## src/rtl/mult_div_unit.sv

```systemverilog
`default_nettype none
// ============================================================================
// Module   : mult_div_unit
// Brief    : Iterative shift-add multiplier / restoring divider owning HI/LO.
// Revision : 1.0
// ============================================================================
module mult_div_unit #(
    parameter int WIDTH = 32,
    parameter int ITER  = 32
) (
    input  logic             CLK,
    input  logic             RST_n,
    input  logic             start,
    input  logic [2:0]       mdop,
    input  logic [WIDTH-1:0] OpA,
    input  logic [WIDTH-1:0] OpB,
    output logic [WIDTH-1:0] HI,
    output logic [WIDTH-1:0] LO,
    output logic             busy,
    output logic             done
);

    localparam int CW = $clog2(ITER);

    typedef enum logic [1:0] {
        S_IDLE = 2'd0,
        S_MUL  = 2'd1,
        S_DIV  = 2'd2,
        S_FIX  = 2'd3
    } state_t;

    state_t             r_state, w_next;
    logic [WIDTH-1:0]   r_hi, r_lo, r_opd;
    logic [2*WIDTH-1:0] r_acc;
    logic [CW-1:0]      r_cnt;
    logic               r_neg_q, r_neg_r, r_is_div, r_done;

    logic               w_accept, w_op_mul, w_op_div, w_op_mthi, w_op_mtlo;
    logic               w_signed, w_a_neg, w_b_neg, w_b_zero, w_last;
    logic [WIDTH-1:0]   w_mag_a, w_mag_b;
    logic [WIDTH:0]     w_mul_sum, w_div_shift, w_div_diff;
    logic               w_div_ge;
    logic [2*WIDTH-1:0] w_prod;
    logic [WIDTH-1:0]   w_quo, w_rem;

    assign w_accept  = start && (r_state == S_IDLE);
    assign w_op_mul  = (mdop[2:1] == 2'b00);
    assign w_op_div  = (mdop[2:1] == 2'b01);
    assign w_op_mthi = (mdop == 3'b100);
    assign w_op_mtlo = (mdop == 3'b101);
    assign w_signed  = ~mdop[0];
    assign w_a_neg   = w_signed & OpA[WIDTH-1];
    assign w_b_neg   = w_signed & OpB[WIDTH-1];
    assign w_b_zero  = (OpB == '0);
    // Negating 0x80000000 yields the same pattern, read as unsigned 2^31.
    assign w_mag_a   = w_a_neg ? -OpA : OpA;
    assign w_mag_b   = w_b_neg ? -OpB : OpB;
    assign w_last    = (r_cnt == CW'(ITER - 1));

    // Multiply: multiplier in r_acc low half, product grows from the top.
    assign w_mul_sum   = {1'b0, r_acc[2*WIDTH-1:WIDTH]} + (r_acc[0] ? {1'b0, r_opd} : '0);
    // Divide: r_acc = {partial remainder, dividend/quotient shift register}.
    assign w_div_shift = {r_acc[2*WIDTH-1:WIDTH], r_acc[WIDTH-1]};
    assign w_div_ge    = (w_div_shift >= {1'b0, r_opd});
    assign w_div_diff  = w_div_shift - {1'b0, r_opd};

    assign w_prod = r_neg_q ? -r_acc : r_acc;
    assign w_quo  = r_neg_q ? -r_acc[WIDTH-1:0] : r_acc[WIDTH-1:0];
    assign w_rem  = r_neg_r ? -r_acc[2*WIDTH-1:WIDTH] : r_acc[2*WIDTH-1:WIDTH];

    always_ff @(posedge CLK or negedge RST_n) begin
        if (!RST_n) r_state <= S_IDLE;
        else        r_state <= w_next;
    end

    always_comb begin
        w_next = r_state;
        case (r_state)
            S_IDLE: begin
                if (w_accept && w_op_mul)                   w_next = S_MUL;
                else if (w_accept && w_op_div && !w_b_zero) w_next = S_DIV;
            end
            S_MUL:   if (w_last) w_next = S_FIX;
            S_DIV:   if (w_last) w_next = S_FIX;
            S_FIX:   w_next = S_IDLE;
            default: w_next = S_IDLE;
        endcase
    end

    always_ff @(posedge CLK or negedge RST_n) begin
        if (!RST_n) begin
            r_hi     <= '0;
            r_lo     <= '0;
            r_opd    <= '0;
            r_acc    <= '0;
            r_cnt    <= '0;
            r_neg_q  <= 1'b0;
            r_neg_r  <= 1'b0;
            r_is_div <= 1'b0;
            r_done   <= 1'b0;
        end else begin
            r_done <= 1'b0;
            case (r_state)
                S_IDLE: begin
                    if (w_accept) begin
                        if (w_op_mthi) r_hi <= OpA;
                        if (w_op_mtlo) r_lo <= OpA;
                        if (w_op_mul) begin
                            r_opd    <= w_mag_a;
                            r_acc    <= {{WIDTH{1'b0}}, w_mag_b};
                            r_neg_q  <= w_a_neg ^ w_b_neg;
                            r_neg_r  <= 1'b0;
                            r_is_div <= 1'b0;
                            r_cnt    <= '0;
                        end
                        if (w_op_div && w_b_zero) begin
                            r_hi   <= OpA;
                            r_lo   <= '1;
                            r_done <= 1'b1;
                        end
                        if (w_op_div && !w_b_zero) begin
                            r_opd    <= w_mag_b;
                            r_acc    <= {{WIDTH{1'b0}}, w_mag_a};
                            r_neg_q  <= w_a_neg ^ w_b_neg;
                            r_neg_r  <= w_a_neg;
                            r_is_div <= 1'b1;
                            r_cnt    <= '0;
                        end
                    end
                end
                S_MUL: begin
                    r_acc <= {w_mul_sum, r_acc[WIDTH-1:1]};
                    r_cnt <= r_cnt + CW'(1);
                end
                S_DIV: begin
                    r_acc <= {w_div_ge ? w_div_diff[WIDTH-1:0] : w_div_shift[WIDTH-1:0],
                              r_acc[WIDTH-2:0], w_div_ge};
                    r_cnt <= r_cnt + CW'(1);
                end
                S_FIX: begin
                    if (r_is_div) begin
                        r_hi <= w_rem;
                        r_lo <= w_quo;
                    end else begin
                        r_hi <= w_prod[2*WIDTH-1:WIDTH];
                        r_lo <= w_prod[WIDTH-1:0];
                    end
                    r_done <= 1'b1;
                end
                default: ;
            endcase
        end
    end

    assign HI   = r_hi;
    assign LO   = r_lo;
    assign busy = (r_state != S_IDLE);
    assign done = r_done;

endmodule
`default_nettype wire

```

## config.mk

```make
export PLATFORM = sky130hd
export DESIGN_NAME = mult_div_unit
export DESIGN_NICKNAME = d
export VERILOG_FILES = /design/src/rtl/mult_div_unit.sv
export SDC_FILE = /design/constraint.sdc
export NUM_CORES = 1
export LEC_CHECK = 0
export ABC_CLOCK_PERIOD_IN_PS = 8000
export CAP_MARGIN = 0
export CORE_MARGIN = 4
export CORE_UTILIZATION = 60
export DETAILED_ROUTE_END_ITERATION = 8
export PLACE_DENSITY = 0.91
export REMOVE_ABC_BUFFERS = 1
export SYNTH_ARGS = -nofsm -noshare
export SYNTH_HDL_FRONTEND = slang
export SYNTH_SLANG_ARGS = --single-unit
```

## constraint.sdc

```tcl
create_clock -name CLK -period 8 [get_ports CLK]
set_input_delay 1.6 -clock CLK [delete_from_list [all_inputs] [get_ports CLK]]
set_output_delay 1.6 -clock CLK [all_outputs]
set_load 0.02 [all_outputs]
```

==> flow_summary.ini <==
[clock_tree]
clk_path_buf_depth = 2
numCtsBuffers = 17
cts_tree = built
cts_root_buf = clkbuf_16
post_cts_buffers = 0
ctsHoldBuffers = 0
clock_latency_ns = 0.45
htree_levels = 4
clk_pin_slew_ns = 0.07
cts_sinks = 171
cts_resized = 0

[sta]
max_freq_mhz = 178
tns_ns = 0
finClkSkew_ns = 0.0169
hold_viol = 0
setup_ws_ns = 2.37
period_share_pct = 70.4
worst_pin_slew_ns = 1.17
slew_headroom_pct = 21.9
final.min_clock_period_ns = 5.63
setup_viol = 0
rsz0062_at_grt = false
hold-worst-slack_ns = 0.487
maxSlewViolCount = 0

[logic_synthesis]
yosys_warnings = 0
synth_ff_type = dfrtp_1
syn_area_mm2 = 0.0153
async_reset_ff_share_pct = 100
synthTopCellsByCount = 286 x nand2_1, 200 x o21ai_0, 171 x dfrtp_1
synth_top_area_share_pct = 27.9
synth.area.top_cells = dfrtp_1 28%, nand2_1 7.0%, o21ai_0 6.5%
synth_edf_count = 0
yosysMostFrequentCell = nand2_1
synth-seq-cells = 171
syn-mean-instance-area_um2 = 7.70
synthDistinctLibCells = 81
synthesis.instances = 1990
synth_seq_area_share_pct = 27.9
yosysTopAreaCell = dfrtp_1

[grt]
grt_max_degree = 109
grtUsageTotal_pct = 36.2
grt_pass1_vias = 15000
overflow = 0
antenna_found_initial = 1
grt_pass1_wl_um = 82600

[setup_path]
max_stage_delay_ns = 0.69
path_class = in -> reg
crit_cells = 12
r2r_cells = 11
required_ns = 8.28
start_kind = input port
rrSetupSlack_ns = 3.37
worstPathCellList = clkdlybuf4s50_1 -> inv_1 -> ha_1 -> nor4b_1 -> nand4b_1 -> nor4_4 -> and3b_1 -> o21ai_1 -> nand2_1 -> nand2_2 -> nand2_1 -> o21ai_1
arrival_ns = 5.91
r2r-start = r_acc[34]
cp-endpoint = LO[21]
crit_slowest_cell = nor4b_1
cp_top_family = simple AND/OR/NAND/NOR gates
cp_max_fo = 64
cp-end-kind = flip-flop
timing.rr.end = r_acc[50]
crit_start = OpB[0]
path_buf_inv = 2

[floorplan]
fp.coreArea_mm2 = 0.0252
die-width_um = 168
die-area_mm2 = 0.0281
die_h_um = 168
start_util_pct = 60.8
rows = 58
io_pins = 136

[final_layout]
register_area_mm2 = 0.00428
nFillCells = 1997
postLayoutCoreUtil_pct = 69.0
final_nets = 2178
drive_above_1_share_pct = 4.65
syn_to_final_growth_pct = 13.4
multi_input_area_mm2 = 0.0102

[pwr]
max-vdd-ir-drop_v = 0.000267
cellLeakagePower_uw = 0.00738
p_per_area_mw_per_mm2 = 510

[route]
drtAntennaViolNets = 0
vias = 16100
drt-total-wl_um = 52700
drc = 0
routed_via_density = 6.77
drtIter0Drc = 2365
dr.pass1.iters = 7
wl_per_cell_um = 22.2

[placed_design]
place_worst_setup_slack_ns = 2.07
io_buffers = 135
hpwl_um = 38800
gp_congestion = 1.03

[min_path]
hold_class = reg -> reg

[status]
outcome = completed

[job]
maxCapViolCount = 0
## layout by cell type (no fill, tap or decap), types with 6 or more instances in the layout
master           Yosys  final
buf_4                4     15
mux2i_1             60     60
inv_6                0      6
a22oi_1             23     23
and2_1              10     10
nor3_1              34     34
clkdlybuf4s50_1      0    134
o21a_1               7      7
xor2_1              83     83
a221oi_1            12     12
o221ai_1            11     11
o21bai_1            15     15
o211ai_1            11     11
nand3_1             34     34
nor2_1             154    154
a31oi_1             17     17
nand4_1             20     20
or4_1                8      8
nor4_1              17     17
a221o_1             21     21
a21o_1              24     24
or3_1               21     21
o21ai_0            200    200
a21oi_1            146    146
nor2b_1              8      8
ha_1                75     72
dfrtp_1            171    171
a211oi_1            13     13
nand2_1            286    284
nand2b_1             6      6
o31ai_1             33     33
mux2_2              17     17
clkbuf_16            0     17
xnor2_1             92     92
and3_1              12     12
o41ai_1             11     11
inv_1               78     78
o21ai_1             55     55
## stage by stage
step	total power [uW]	cells	instance area, um2
finish	8860	2375	17400
global route	9420	2375	17400
CTS	8690	2374	17400
detailed placement	7680	2342	16700
global placement	7540	2342	16700
floorplan	5840	1862	14800
## power by group
part	internal, uW	switching (uW)	total (uW)
logic	2290	3730	6030
registers	1300	563	1870
clock network	571	394	965
total	4170	4690	8860
## layer usage
metal / up-vias / track usage [%] / wire (um)
met5: - / 0 / 0
met4: 0 / 14.4 / 2090
met3: 173 / 8.40 / 6180
met2: 1169 / 56.2 / 23500
met1: 7523 / 49.0 / 20900
li1: 7213 / - / -
## worst register-to-register path: stages, from the launching register on
cell,delay (ns)
dfrtp_1,0.48
ha_1,0.44
o21a_1,0.16
o31a_1,0.27
o21ai_0,0.24
a2111oi_0,0.75
nor3_1,0.32
o21ai_4,0.57
buf_4,0.44
mux2_2,0.39
a32o_1,0.24
a22o_1,0.21
## state kept, by name, summed over array words and instances, names as in the netlist
signal	cells
r_is_div	1
r_neg_q	1
LO	32
r_acc	64
r_cnt	5
HI	32
r_state	2
done	1
r_opd	32
r_neg_r	1
## cells by family (layout without fill, tap and decap cells)
kind of cell	Yosys count	in the layout	synth area share (%)
AO/OA/AOI/OAI	639	639	25.7
flip-flops	171	171	27.9
multiplexers	77	77	5.17
adder cells (fa/ha/maj)	77	77	6.39
AND/OR/NAND/NOR	644	644	19.4
XOR/XNOR	175	175	10.0
other	0	1	0
buffers and inverters	207	261	5.43
## worst min-delay path by stage
stage                        start  endpoint  slack [ns]  cells after the start
after detailed placement    LO[31]    LO[31]        0.47                      2
after global placement      LO[15]    LO[15]        0.47                      2
final                       HI[27]    HI[27]        0.49                      2
after floorplan           r_cnt[4]  r_cnt[4]        0.46                      2
after CTS                    LO[5]     LO[5]        0.49                      2
after global routing         LO[5]     LO[5]        0.51                      2
## layout make-up
class / count / area share (%)
multi-input cells: 1612 / 59.0
flip-flops and latches: 171 / 24.6
repair buffers: 150 / 8.44
clock buffers: 18 / 2.53
well taps: 330 / 2.38
inverters: 79 / 1.71
clock inverters: 14 / 1.30
diodes: 1 / 0.0144
Note: power is estimated with default switching activity, not from simulation.
